<file path="src/rtl/oled_spi_receiver.sv">
// oled_spi_receiver: Pmod OLED SPI slave rebuilding the command/data byte stream into a show-ahead FIFO.
module oled_spi_receiver #(
  parameter int FIFO_DEPTH  = 8,
  parameter int SYNC_STAGES = 2
) (
  input  logic       clk,
  input  logic       rst,
  input  logic       sclk,
  input  logic       mosi,
  input  logic       cs,
  input  logic       dc,
  input  logic       res,
  input  logic       rd_en,
  input  logic       clr,
  output logic [7:0] byte_out,
  output logic       byte_dc,
  output logic       empty,
  output logic       full,
  output logic       overflow,
  output logic       frag_err,
  output logic       disp_on,
  output logic [7:0] cmd_count
);
  localparam int AW = $clog2(FIFO_DEPTH);
  typedef enum logic {IDLE, SHIFT} state_e;
  logic [4:0] sync_q [SYNC_STAGES];
  logic sclk_s, mosi_s, cs_s, dc_s, res_s;
  logic sclk_dly_q, cs_dly_q;
  state_e state_q;
  logic [2:0] cnt_q;
  logic [7:0] shift_q, byte_in, cmd_q;
  logic frag_q, ovf_q, disp_q;
  logic rise, shifting, done, frag_set, pop, wr_ok;
  logic [AW:0] wr_q, rd_q;
  logic [8:0] mem_q [FIFO_DEPTH];
  // cs and res synchronize to their inactive (high) levels so reset release looks idle
  always_ff @(posedge clk or negedge rst) begin
    if (!rst) begin
      for (int i = 0; i < SYNC_STAGES; i++) sync_q[i] <= 5'b00101;
    end else begin
      sync_q[0] <= {sclk, mosi, cs, dc, res};
      for (int i = 1; i < SYNC_STAGES; i++) sync_q[i] <= sync_q[i-1];
    end
  end
  assign {sclk_s, mosi_s, cs_s, dc_s, res_s} = sync_q[SYNC_STAGES-1];
  assign rise     = sclk_s & ~sclk_dly_q;
  assign shifting = (state_q == SHIFT) & ~cs_s & res_s;
  assign done     = shifting & rise & (cnt_q == 3'd7);
  assign byte_in  = {shift_q[6:0], mosi_s};
  assign frag_set = (state_q == SHIFT) & cs_s & res_s & (cnt_q != 3'd0);
  always_ff @(posedge clk or negedge rst) begin
    if (!rst) begin
      sclk_dly_q <= 1'b0;
      cs_dly_q   <= 1'b1;
      state_q    <= IDLE;
      cnt_q      <= 3'd0;
      shift_q    <= 8'd0;
      frag_q     <= 1'b0;
      disp_q     <= 1'b0;
      cmd_q      <= 8'd0;
    end else begin
      sclk_dly_q <= sclk_s;
      cs_dly_q   <= cs_s;
      state_q    <= cs_s ? IDLE : ((state_q == IDLE && cs_dly_q) ? SHIFT : state_q);
      frag_q     <= (frag_q & ~clr) | frag_set;
      if (!res_s || cs_s) begin
        cnt_q   <= 3'd0;
        shift_q <= 8'd0;
      end else if (shifting && rise) begin
        cnt_q   <= cnt_q + 3'd1;
        shift_q <= byte_in;
      end
      if (!res_s) disp_q <= 1'b0;
      else if (done && !dc_s && byte_in == 8'hAF) disp_q <= 1'b1;
      else if (done && !dc_s && byte_in == 8'hAE) disp_q <= 1'b0;
      if (done && !dc_s) cmd_q <= cmd_q + 8'd1;
    end
  end
  assign empty = (wr_q == rd_q);
  assign full  = (wr_q[AW] != rd_q[AW]) && (wr_q[AW-1:0] == rd_q[AW-1:0]);
  assign pop   = rd_en & ~empty;
  assign wr_ok = done & (~full | pop);
  always_ff @(posedge clk or negedge rst) begin
    if (!rst) begin
      wr_q  <= '0;
      rd_q  <= '0;
      ovf_q <= 1'b0;
    end else begin
      ovf_q <= (ovf_q & ~clr) | (done & full & ~pop);
      if (!res_s) begin
        wr_q <= '0;
        rd_q <= '0;
      end else begin
        if (wr_ok) wr_q <= wr_q + 1'b1;
        if (pop) rd_q <= rd_q + 1'b1;
      end
    end
  end
  always_ff @(posedge clk) begin
    if (wr_ok) mem_q[wr_q[AW-1:0]] <= {dc_s, byte_in};
  end
  assign {byte_dc, byte_out} = empty ? 9'd0 : mem_q[rd_q[AW-1:0]];
  assign overflow  = ovf_q;
  assign frag_err  = frag_q;
  assign disp_on   = disp_q;
  assign cmd_count = cmd_q;
endmodule
</file>
<file path="config.mk">
export PLATFORM = sky130hd
export DESIGN_NAME = oled_spi_receiver
export DESIGN_NICKNAME = d
export VERILOG_FILES = /design/src/rtl/oled_spi_receiver.sv
export SDC_FILE = /design/constraint.sdc
export NUM_CORES = 1
export LEC_CHECK = 0
export CORE_MARGIN = 3
export CORE_UTILIZATION = 30
export CTS_CLUSTER_DIAMETER = 40
export DETAILED_ROUTE_END_ITERATION = 8
export PLACE_DENSITY_LB_ADDON = 0.1
export RECOVER_POWER = 50
export SYNTH_ARGS = -nofsm -noshare
export SYNTH_HDL_FRONTEND = slang
export SYNTH_SLANG_ARGS = --single-unit
</file>
<file path="constraint.sdc">
create_clock -name clk -period 3.3 [get_ports clk]
set_input_delay 0.66 -clock clk [delete_from_list [all_inputs] [get_ports clk]]
set_output_delay 0.66 -clock clk [all_outputs]
set_load 0.02 [all_outputs]
</file>
==> impl_metrics.json <==
{
  "outcome": "finished with violations",
  "violations": "max-capacitance violations, max-slew violations",
  "max_cap_viol_count": 1,
  "synth.area.top_cells": "edfxtp_1 47%, dfrtp_1 20%, mux4_2 8.7%, dfstp_2 2.8%, mux2i_1 2.8%",
  "cts_tree": "yes",
  "drive_gt1_share_pct": 21.37,
  "cts_buffers": 17,
  "die_y_um": 130.4,
  "gr-usage-met3_pct": 3.821,
  "avgViaCountPerCell": 4.639,
  "drv_slew": 43,
  "cp-end-kind": "primary output",
  "fmax_mhz": 336.4,
  "die_area_mm2": 0.01701,
  "ctsHtreeMaxLevel": 4,
  "multi_input_area_mm2": 0.001333,
  "synth-compound-area-share_pct": 3.961,
  "rsz0062_at_grt": "false",
  "ir_drop_uv": 310.0,
  "final_net_count": 353,
  "r2r_cells": 6,
  "period_minus_slack_ps": 2972,
  "synth_edf_count": 72,
  "critPathKind": "reg -> out",
  "crit_fanout": 22,
  "finalCritPeriodShare_pct": 90.07,
  "syn_inst": 289,
  "r2r_start": "cnt_q[0]$_DFFE_PN0P_",
  "yosys.area.top_type": "edfxtp_1",
  "relSlewSlack_pct": -54.97,
  "crit_required_ps": 2640,
  "synth_xor_area_share_pct": 3.126,
  "vias": 2482,
  "first_pass_iters": 4,
  "synth_top_area_share_pct": 46.56,
  "fin_tns_setup_ps": 0,
  "grt_pass1_vias": 2607,
  "syn-num-nets": 304,
  "tightest_slew_ps": 2325,
  "postRouteAntennaNets": 0,
  "insertion_delay_ps": 400,
  "syn_to_final_growth_pct": 24.95,
  "r2r_end": "mem_q[7][2]$_DFFE_PP_",
  "yosysSeqAreaShare_pct": 69.33,
  "io_pins": 31,
  "core_mm2": 0.01481,
  "grt_pass1_wl_um": 15170,
  "synth.distinct_cells": 43,
  "start_kind": "register",
  "regArea_mm2": 0.003219,
  "synth_ff_type": "edfxtp_1",
  "yosysWarnings": 0,
  "portBuffers": 30,
  "dp_cells": 503,
  "setup_viol": 0,
  "cts_buffer_depth": 2,
  "start_util_pct": 31.35,
  "min_path_type": "reg -> reg",
  "path_clk_slew_ps": 50,
  "fill_cells": 1357,
  "synthAdderAreaFrac_pct": 1.617,
  "grtUsageMet2_pct": 18.83,
  "r2r_slack_ps": 1060,
  "synth.avg_cell_area_um2": 16.07,
  "initialDrtViolationCount": 92,
  "dpl.hpwl_um": 5697,
  "clock-sinks": 114,
  "yosys.area_share.simple_pct": 8.084,
  "whs_path_depth": 0,
  "p_per_area_mw_per_mm2": 568.6,
  "std_cell_rows": 44,
  "grt_max_degree": 43,
  "die_w_um": 130.4,
  "grt.busiest_layer": "met2",
  "totalWireLength_um": 9312,
  "antenna_found_initial": 0,
  "synthMuxAreaShare_pct": 11.78,
  "hold_end": "byte_in[0]$_DFF_PN0_",
  "cts_resized": 0,
  "track_usage_pct": 12.29,
  "antenna_cells": 0,
  "fin_skew_ps": 7.761,
  "overflow": 0,
  "yosysMostFrequentCell": "edfxtp_1",
  "synth-seq-cells": 114,
  "place.gp.congestion": 0.6771,
  "async_flop_share_pct": 36.84,
  "hold_buffers": 0,
  "use_met1_pct": 16.45,
  "hp-start": "sync_q[8]$_DFF_PN0_",
  "synth_top_family_by_area": "multiplexers",
  "syn_area_mm2": 0.004643,
  "root_buffer": "clkbuf_16",
  "whs_ps": 345.2,
  "instances_no_fill": 535,
  "p_leak_nw": 2.092,
  "routedWlPerCell_um": 17.41,
  "synth.top_cells.by_count": "72 x edfxtp_1, 37 x dfrtp_1, 27 x nand2_1, 18 x mux4_2, 18 x nor2_1",
  "drcViolationCount": 0,
  "critPathArrivalTime_ps": 2310,
  "hold_violations": 0,
  "post_cts_buffers": 0
}
## registers in the layout, summed over array words and instances (netlist names), 3 cells and up
name,cells
cnt_q,3
mem_q,72
sync_q,5
rd_q,4
wr_q,4
cmd_count,8
shift_q,7
## logic make-up (layout without fill, tap and decap cells)
| family | after synthesis | count (layout) |
|---|---|---|
| flops | 114 | 114 |
| simple gates | 76 | 76 |
| mux | 32 | 32 |
| compound gates | 24 | 24 |
| buf+inv | 23 | 85 |
| xor+xnor | 14 | 14 |
| fa+ha+maj | 6 | 6 |
## routing by layer
layer	vias up	share of wire (%)
met3	11	3.3
met4	0	1.4
met5	-	0
li1	1182	-
met1	1246	48
met2	43	47
## critical path: stages, from the launching register on
cell	delay, ps
dfrtp_1	390
buf_12	190
xor2_2	210
nor4_2	260
buf_4	240
clkdlybuf4s50_1	630
## metrics by stage
step           setup WS [ps]  util [%]  area [um2]  total power [mW]
4_1_cts                271.1     39.19        5803             3.346
3_5_place_dp           700.5     35.31        5229             1.592
3_3_place_gp           709.3     35.31        5229             1.592
6_report               327.6     39.18        5802             3.299
5_1_grt                223.9     39.18        5802             3.424
2_1_floorplan          788.1         -        4643             1.564
## layout by cell type, fill, tap and decap left out, types with 2 or more instances in the layout
cell type and instances:
nand2_1 27, nor3_1 5, xnor2_1 8, clkdlybuf4s50_1 24, nand4_1 4, and3_1 4, xor2_1 3, a21oi_1 12
ha_1 6, or3_1 2, xor2_2 3, nor2_1 18, clkbuf_16 18, dlygate4sd3_1 5, o211ai_1 2, dfrtp_1 37
clkbuf_1 6, nor4_2 2, edfxtp_1 72, nand3b_1 2, dfstp_2 4, nand3_1 3, clkinv_2 4, nand2b_1 3
clkbuf_8 4, mux2i_1 13, mux4_2 18, inv_1 9, buf_4 13
## power breakdown
group	internal [mW]	total (mW)	switching (mW)
registers	1.52	1.53	0.00901
logic	0.00986	0.0306	0.0207
clock network	1.15	1.74	0.582
total	2.69	3.30	0.612
## cell type report
cell class,instances,area share [%]
tap,184,3.968
sequential,114,55.49
clock inverter,5,0.8626
inverter,9,0.5823
timing repair buffer,44,7.095
multi-input combinational,152,22.97
clock buffer,27,9.036
## worst max path at each step
| stage | startpoint | to | slack, ps | cells after the start |
|---|---|---|---|---|
| 6_report | rd_q[0]$_DFFE_PN0P_ | empty | 330 | 5 |
| 4_1_cts | rd_q[0]$_DFFE_PN0P_ | byte_out[5] | 270 | 5 |
| 3_5_place_dp | rd_q[0]$_DFFE_PN0P_ | empty | 700 | 5 |
| 3_3_place_gp | rd_q[0]$_DFFE_PN0P_ | empty | 710 | 5 |
| 5_1_grt | rd_q[0]$_DFFE_PN0P_ | empty | 220 | 5 |
| 2_1_floorplan | wr_q[1]$_DFFE_PN0P_ | byte_dc | 790 | 4 |
Power figures use the tool's default switching activity.
